$ cat config.mk
export PLATFORM = sky130hd
export DESIGN_NAME = key_matrix_entry
export DESIGN_NICKNAME = d
export VERILOG_FILES = /design/src/rtl/key_matrix_entry.sv
export SDC_FILE = /design/constraint.sdc
export NUM_CORES = 1
export LEC_CHECK = 0
export ABC_CLOCK_PERIOD_IN_PS = 6630
export BUFFER_PORTS_ARGS = -buffer_cell sky130_fd_sc_hd__buf_4
export CAP_MARGIN = 30
export CORE_MARGIN = 4
export CORE_UTILIZATION = 63
export DETAILED_ROUTE_END_ITERATION = 12
export PLACE_DENSITY_LB_ADDON = 0.08
export REMOVE_ABC_BUFFERS = 1
export SYNTH_ARGS = -nofsm -noshare
export SYNTH_HDL_FRONTEND = slang
export SYNTH_SLANG_ARGS = --single-unit
$ cat constraint.sdc
create_clock -name sys_clk -period 6.63 [get_ports sys_clk]
set_clock_uncertainty 0.05 [all_clocks]
set_input_delay 0.3315 -clock sys_clk [delete_from_list [all_inputs] [get_ports sys_clk]]
set_output_delay 0.3315 -clock sys_clk [all_outputs]
set_load 0.005 [all_outputs]
$ cat src/rtl/key_matrix_entry.sv
`default_nettype none
// ============================================================================
// Module      : key_matrix_entry
// Description : 4x4 active-low keypad scanner with debounce and a signed
//               6-digit decimal entry register for the seven-segment path.
// Revision    : 1.0 - initial release
// ============================================================================
module key_matrix_entry #(
    parameter int SCAN_CYC = 50000,
    parameter int DEB_CYC  = 1000000
) (
    input  logic        sys_clk,
    input  logic        sys_rst_n,
    input  logic [3:0]  key_row,
    output logic [3:0]  key_col,
    output logic        key_valid,
    output logic [3:0]  key_code,
    output logic        entry_done,
    output logic [19:0] data,
    output logic        seg_sign
);
    localparam int CNT_MAX = (DEB_CYC > SCAN_CYC) ? DEB_CYC : SCAN_CYC;
    localparam int CNT_W   = $clog2(CNT_MAX) + 1;
    localparam logic [CNT_W-1:0] SCAN_LAST   = CNT_W'(SCAN_CYC - 1);
    localparam logic [CNT_W-1:0] DEB_LAST    = CNT_W'(DEB_CYC - 1);
    localparam logic [19:0]      DIGIT_LIMIT = 20'd100000;

    typedef enum logic [1:0] {
        ST_SCAN     = 2'd0,
        ST_DEBOUNCE = 2'd1,
        ST_PRESSED  = 2'd2,
        ST_RELEASE  = 2'd3
    } state_t;

    state_t           state_q,      state_d;
    logic [1:0]       idx_q,        idx_d;
    logic [CNT_W-1:0] cnt_q,        cnt_d;
    logic [3:0]       lat_q,        lat_d;
    logic [3:0]       key_col_q,    key_col_d;
    logic             key_valid_q,  key_valid_d;
    logic [3:0]       key_code_q,   key_code_d;
    logic             entry_done_q, entry_done_d;
    logic [19:0]      data_q,       data_d;
    logic             sign_q,       sign_d;
    logic [3:0]       row_meta_q;
    logic [3:0]       row_sync_q;
    logic [3:0]       press_code;
    logic [23:0]      data_wide;

    function automatic logic one_low(input logic [3:0] rows);
        return (rows == 4'b1110) || (rows == 4'b1101) ||
               (rows == 4'b1011) || (rows == 4'b0111);
    endfunction

    function automatic logic [3:0] key_decode(input logic [3:0] rows, input logic [1:0] col);
        logic [1:0] r;
        logic [3:0] code;
        case (rows)
            4'b1110: r = 2'd0;
            4'b1101: r = 2'd1;
            4'b1011: r = 2'd2;
            default: r = 2'd3;
        endcase
        case ({r, col})
            4'h0: code = 4'd1;   4'h1: code = 4'd2;   4'h2: code = 4'd3;   4'h3: code = 4'd10;
            4'h4: code = 4'd4;   4'h5: code = 4'd5;   4'h6: code = 4'd6;   4'h7: code = 4'd11;
            4'h8: code = 4'd7;   4'h9: code = 4'd8;   4'hA: code = 4'd9;   4'hB: code = 4'd12;
            4'hC: code = 4'd14;  4'hD: code = 4'd0;   4'hE: code = 4'd15;  default: code = 4'd13;
        endcase
        return code;
    endfunction

    assign press_code = key_decode(lat_q, idx_q);
    assign data_wide  = {4'd0, data_q};

    always_comb begin
        state_d      = state_q;
        idx_d        = idx_q;
        cnt_d        = cnt_q;
        lat_d        = lat_q;
        key_valid_d  = 1'b0;
        entry_done_d = 1'b0;
        key_code_d   = key_code_q;
        data_d       = data_q;
        sign_d       = sign_q;
        case (state_q)
            ST_SCAN: begin
                if (cnt_q == SCAN_LAST) begin
                    cnt_d = '0;
                    if (one_low(row_sync_q)) begin
                        lat_d   = row_sync_q;
                        state_d = ST_DEBOUNCE;
                    end else begin
                        idx_d = idx_q + 2'd1;
                    end
                end else begin
                    cnt_d = cnt_q + CNT_W'(1);
                end
            end
            ST_DEBOUNCE: begin
                if (row_sync_q != lat_q) begin
                    state_d = ST_SCAN;
                    idx_d   = idx_q + 2'd1;
                    cnt_d   = '0;
                end else if (cnt_q == DEB_LAST) begin
                    // Outputs are registered, so they rise exactly on the PRESSED cycle
                    state_d      = ST_PRESSED;
                    cnt_d        = '0;
                    key_valid_d  = 1'b1;
                    key_code_d   = press_code;
                    entry_done_d = (press_code == 4'd15);
                end else begin
                    cnt_d = cnt_q + CNT_W'(1);
                end
            end
            ST_PRESSED: begin
                state_d = ST_RELEASE;
                cnt_d   = '0;
                if (key_code_q <= 4'd9) begin
                    if (data_q < DIGIT_LIMIT)
                        data_d = 20'((data_wide << 3) + (data_wide << 1) + 24'(key_code_q));
                end else begin
                    case (key_code_q)
                        4'd10: data_d = data_q / 20'd10;
                        4'd11: sign_d = ~sign_q;
                        4'd12: begin
                            data_d = '0;
                            sign_d = 1'b0;
                        end
                        default: ;
                    endcase
                end
            end
            default: begin
                if (row_sync_q != 4'hF) begin
                    cnt_d = '0;
                end else if (cnt_q == DEB_LAST) begin
                    state_d = ST_SCAN;
                    idx_d   = 2'd0;
                    cnt_d   = '0;
                end else begin
                    cnt_d = cnt_q + CNT_W'(1);
                end
            end
        endcase
        key_col_d = ~(4'b0001 << idx_d);
    end

    always_ff @(posedge sys_clk or negedge sys_rst_n) begin
        if (!sys_rst_n) begin
            row_meta_q   <= 4'hF;
            row_sync_q   <= 4'hF;
            state_q      <= ST_SCAN;
            idx_q        <= 2'd0;
            cnt_q        <= '0;
            lat_q        <= 4'hF;
            key_col_q    <= 4'b1110;
            key_valid_q  <= 1'b0;
            key_code_q   <= 4'd0;
            entry_done_q <= 1'b0;
            data_q       <= 20'd0;
            sign_q       <= 1'b0;
        end else begin
            row_meta_q   <= key_row;
            row_sync_q   <= row_meta_q;
            state_q      <= state_d;
            idx_q        <= idx_d;
            cnt_q        <= cnt_d;
            lat_q        <= lat_d;
            key_col_q    <= key_col_d;
            key_valid_q  <= key_valid_d;
            key_code_q   <= key_code_d;
            entry_done_q <= entry_done_d;
            data_q       <= data_d;
            sign_q       <= sign_d;
        end
    end

    assign key_col    = key_col_q;
    assign key_valid  = key_valid_q;
    assign key_code   = key_code_q;
    assign entry_done = entry_done_q;
    assign data       = data_q;
    assign seg_sign   = sign_q;

endmodule
`default_nettype wire
After elaboration in Yosys (flattened, before gate mapping)
Memories as Yosys holds them, arrays and structs flattened.
Cells that the tools add are included.
Word-level totals
  memories kept: 1
  register bits after elaboration: 68
  memory bits (read-only): 64
  word-level logic and storage cells: 88
  output and inout port bits: 31
  input port bits: 6
Cells by class
  div/mod/pow operators: 1
  mux-type cells: 29
  equal/unequal tests: 22
  $add $sub $neg: 4
  shift operators: 1
  bitwise operators: 4
  reduce and logical (&&, ||, !) cells: 12
  order comparisons: 2
Memories
  (name not given): depth 16, bits a word 4, read ports 1, clocked after memory_dff 0, wr ports 0, line 64  | case ({r, col})
Operators by type and width (count)
  $mux W21: 4
  $pmux W21 S3: 1
  $eq A4 B4 Y1 const B: 10
  $mux W20: 2
  $pmux W20 S2: 1
  $mux W2: 11
  $add A21 B1 Y21 const B: 1
  $eq A21 B16 Y1 const B: 1
  $eq A21 B20 Y1 const B: 1
  $add A20 B20 Y20: 1
  $add A20 B4 Y20: 1
  $div A20 B4 Y20 const B: 1
  $lt A20 B17 Y1 const B: 1
  $pmux W2 S3: 3
  $reduce_and A3 Y1: 4
  $mux W1: 6
  $reduce_and A5 Y1: 1
  $eq A4 B3 Y1 const B: 1
  $le A4 B4 Y1 const B: 1
  $ne A2 B2 Y1 const B: 2
  $ne A4 B1 Y1 const B: 1
  $ne A4 B4 Y1: 1
  $ne A4 B4 Y1 const B: 1
  $not A4 Y4: 1
  other kinds (13): 17

Logic depth before layout (Yosys ltp)
  word-level depth: 9
  mapped depth: 25
  gate-level depth less buffers: 20

Least setup slack after synthesis
Ideal clock, no wire load.
  path type: flip-flop to flip-flop
  start point: register data_q[14], in the netlist data[14]
  end point: register data_q[2], in the netlist data[2]
  path buffers: 2
  data arrival time: 5.034 ns
  required time: 6.454 ns
  setup time: 0.126 ns
  period minus slack after synthesis: 5.210 ns
  setup slack: 1.420 ns
  cell stages (with the launch flop): 20
  cell sequence: dfrtp_1 or3b_4 or3_4 a32oi_2 nor2_2 a22oi_2 nor3_2 or3_1 buf_2 o21a_1 a221o_1 and2_4 o2111a_1 or3_4 buf_6 o311a_1 o21ai_4 nand2b_1 a32oi_2 a221o_1
On the way
  word-level cells in the longest chain between the ends: 3
  elaborated cells on any way between the ends: 6
  those cells by class: 1 x div; 1 x order compare; 1 x eq/ne; 2 x mux; 1 x reduce/logical
Ends and longest elaborated chain
  from (decl): line 43  | logic [19:0] data_q, data_d;
  from (signal assigned): line 174  | data_q <= data_d;
  $div A20 B4 Y20 / $lt A20 B17 Y1 (equally long branches): line 124, 120
  $pmux W20 S2 / $ne A2 B1 Y1 (equally long branches)
  $mux W20 / $reduce_and A3 Y1 (equally long branches)
Several ways; a longest one is shown, not always the timed one.
A chain may end at the register's enable or synchronous reset.

Final worst setup path
  start point: register data_q[15], in the netlist data[15]
  end point: register data_q[0], in the netlist data[0]
The elaborated chain is that of the path after synthesis.

==> out/metrics.cfg <==
[run_status]
status=finished, final reports clean

[clock_tree]
cts_setup_buffers=0
cts.path.max_buffers=2
cts-root-buf=clkbuf_8
htree_levels=3
cts_sinks=68
clk_latency_ns=0.35
clk_pin_slew_ns=0.08
cts_buffers=9
cts_tree=built

[critical_path]
worstPathRequired_ns=6.80
start_kind=flop
crit_path_end_kind=flop
crit_arrival_ns=6.25
critPathKind=reg2reg
path_max_fanout=14

[routing]
drc=0
dr.pass1.iters=5
drt_wl_total_um=18300
first_iter_violations=913
ant_nets=0
viasPerCell=6.79
vias=6872
wire_per_inst_um=18.1

[floorplanning]
dieArea_sq_mm=0.0126
start_util_pct=65.6
die_y_um=112
core_sq_mm=0.0105
io_pins=37
die_x_um=112
row_count=37

[sta]
hold_viol=0
slew_violations=0
min_period_ns=6.08
slew_headroom_pct=46.0
worst_pin_slew_ns=0.809
tns_ns=0
fmax_mhz=165
setup_slack_ns=0.553
rsz0062_at_grt=false
setup_violations=0
holdWs_ns=0.0339
period_share_pct=91.7

[synth]
synth_mux_area_share_pct=2.48
syn_area_sq_mm=0.00686
synth_flop_cell=dfrtp_1
ys_ff_latch=68
synthArstFlopShare_pct=100
synth.area.top_cells=dfrtp_1, ha_1, dfstp_2, a21oi_1, nor2_1
synth.largest_area_cell=dfrtp_1
synth-simple-area-share_pct=24.8
synth_edf_count=0
synth_cells=868
synth_top_area_share_pct=19.3
synthAdderAreaFrac_pct=7.98
yosysSeqAreaShare_pct=25.1
synth_warnings=0
synth_top_family_by_area=compound AO/OA/AOI/OAI gates
synthXorXnorAreaFrac_pct=6.53
syn_avg_cell_area_sq_um=7.91
synthDistinctLibCells=93
synth_compound_area_share_pct=27.6

[place]
pre_cts_ws_ns=0.318
io_buffers=36
dp_hpwl_um=12800
gp_congestion=1.02
placed_area_sq_mm=0.00714

[power_and_ir_drop]
p_comb_share_pct=1.7
power.share.clock_pct=43.6
p_seq_share_pct=54.7
vdd_drop_max_uv=178
sw_frac_of_total_pct=22.7
p_leak_nw=3.14
power.total_w=0.000772
p_int_w=0.000597
switching_power_w=0.000175
power_density_mw_per_mm2=105

[final_layout]
nNetsFinal=918
syn2layout_area_growth_pct=7.09
final_cell_area_sq_mm=0.00735
layout-drive-gt1-share_pct=13.9
diodes=0

[global_route]
grt_pass1_vias=6464
grt_usage_pct=29.2
grt_start_max_net_pins=69
antenna_found_initial=0
grt_overflow_total=0
grt_pass1_wl_um=31400

[worst_hold_path]
worstHoldPathType=in2async

[job]
maxCapViolCount=0

## worst max-delay path, cell delays in order (launching register included)
cell and delay (ns):
dfrtp_1 0.49, buf_4 0.25, or3b_4 0.42, or3_4 0.35, a32oi_2 0.24, nor2_2 0.10
o21a_1 0.13, a211oi_2 0.29, nand3_1 0.20, maj3_1 0.39, o221a_2 0.26, o22ai_2 0.44
mux2_2 0.43, nor3_4 0.37, nor3_1 0.10, or4_1 0.57, o21ai_1 0.28, or4_1 0.17
o2111ai_1 0.10, a31oi_1 0.18, a32oi_1 0.12
## power groups by stage
stage	Clock, W	Sequential, W	Combinational [W]
after floorplan	0	0.000429	0.00000278
after global placement	0	0.000429	0.0000131
after detailed placement	0	0.000429	0.0000135
after CTS	0.000345	0.000422	0.0000137
after global routing	0.000367	0.000422	0.0000152
final	0.000337	0.000422	0.0000131
## per-layer routing
metal  wire [um]  vias to the layer above  global-route usage, %  part of all wire [%]
met1        7830                     3239                   40.6                    43
met5           0                        -                      0                     0
met2        8530                      356                   46.6                    47
met4         383                        0                   9.21                   2.1
li1            -                     3241                      -                     -
met3        1570                       36                   5.12                   8.6
## synth_stat cells, types with 5 or more instances
master     n
a211oi_1  11
a21oi_1   76
a22o_1     5
a22oi_1    5
a31oi_1    7
and3_1    12
buf_2     18
clkbuf_1  33
dfrtp_1   53
dfstp_2   15
ha_1      39
inv_1     30
mux2_2     8
mux2i_1    8
nand2_1   74
nand2b_1  17
nand3_1   29
nand4_1   11
nor2_1    84
nor2b_1   11
nor3_1    21
nor4_1     9
o211ai_1   9
o21a_1     9
o21ai_0   44
o21ai_1   10
o21bai_1  13
o221ai_1   6
o22ai_1   14
o31ai_1    8
o32ai_1   10
or2_2      5
or3_1      6
xnor2_1   30
xor2_1    18
## flip-flops by register name, indices dropped and copies added (netlist names)
signal      flops
row_meta_q      4
row_sync_q      4
key_col         4
key_code        4
data           20
state_q         2
entry_done      1
idx_q           2
lat_q           4
key_valid       1
seg_sign        1
cnt_q          21
## repair_timing
item / CTS / global route
hold buffers: 0 / 0
endpoints found under the setup margin: 0 / 3
resized for setup: 0 / 5
## cell type report
type	count	area [sq um]
fill	852	3110
multi-input combinational	711	4780
clock inverter	6	65.1
inverter	32	120
clock buffer	10	128
timing repair buffer	49	368
sequential	68	1720
tap	136	170
## through the flow
step	std cells	util (%)
2_1_floorplan	811	-
3_3_place_gp	996	68.3
3_5_place_dp	996	68.3
4_1_cts	1012	70.1
5_1_grt	1012	70.3
6_report	1012	70.3
## final timing paths
path | from | endpoint | slack [ns] | cells past startpoint
min reg2reg | row_meta_q[3]$_DFF_PN1_ | row_sync_q[3]$_DFF_PN1_ | 0.31 | 0
max | data[15]$_DFFE_PN0P_ | data[0]$_DFFE_PN0P_ | 0.55 | 20
max in group asynchronous | sys_rst_n | data[17]$_DFFE_PN0P_ | 5.94 | 1
min in group sys_clk | key_row[2] | row_meta_q[2]$_DFF_PN1_ | 0.03 | 1
min | sys_rst_n | data[11]$_DFFE_PN0P_ | 0.03 | 1
max reg2reg | data[15]$_DFFE_PN0P_ | data[0]$_DFFE_PN0P_ | 0.55 | 20
## placed cells by master (no fill, tap or decap), types with 11 or more instances in the layout
cell type,n
nor2_1,83
a21oi_1,76
nand2_1,74
dfrtp_1,51
buf_4,49
o21ai_0,44
ha_1,39
xnor2_1,30
inv_1,30
nand3_1,29
nor3_1,21
xor2_1,18
nand2b_1,17
dfstp_2,15
o22ai_1,14
o21bai_1,13
and3_1,12
nand4_1,11
a211oi_1,11
## logic make-up after synthesis
group                      Yosys count
and+or+nand+nor                    326
AOI/OAI and AO/OA                  277
buffers and inverters               89
DFF                                 68
xor gates and xnor gates            49
adders and majority gates           43
muxes                               16
No activity file was read; power rests on OpenSTA's default activity.
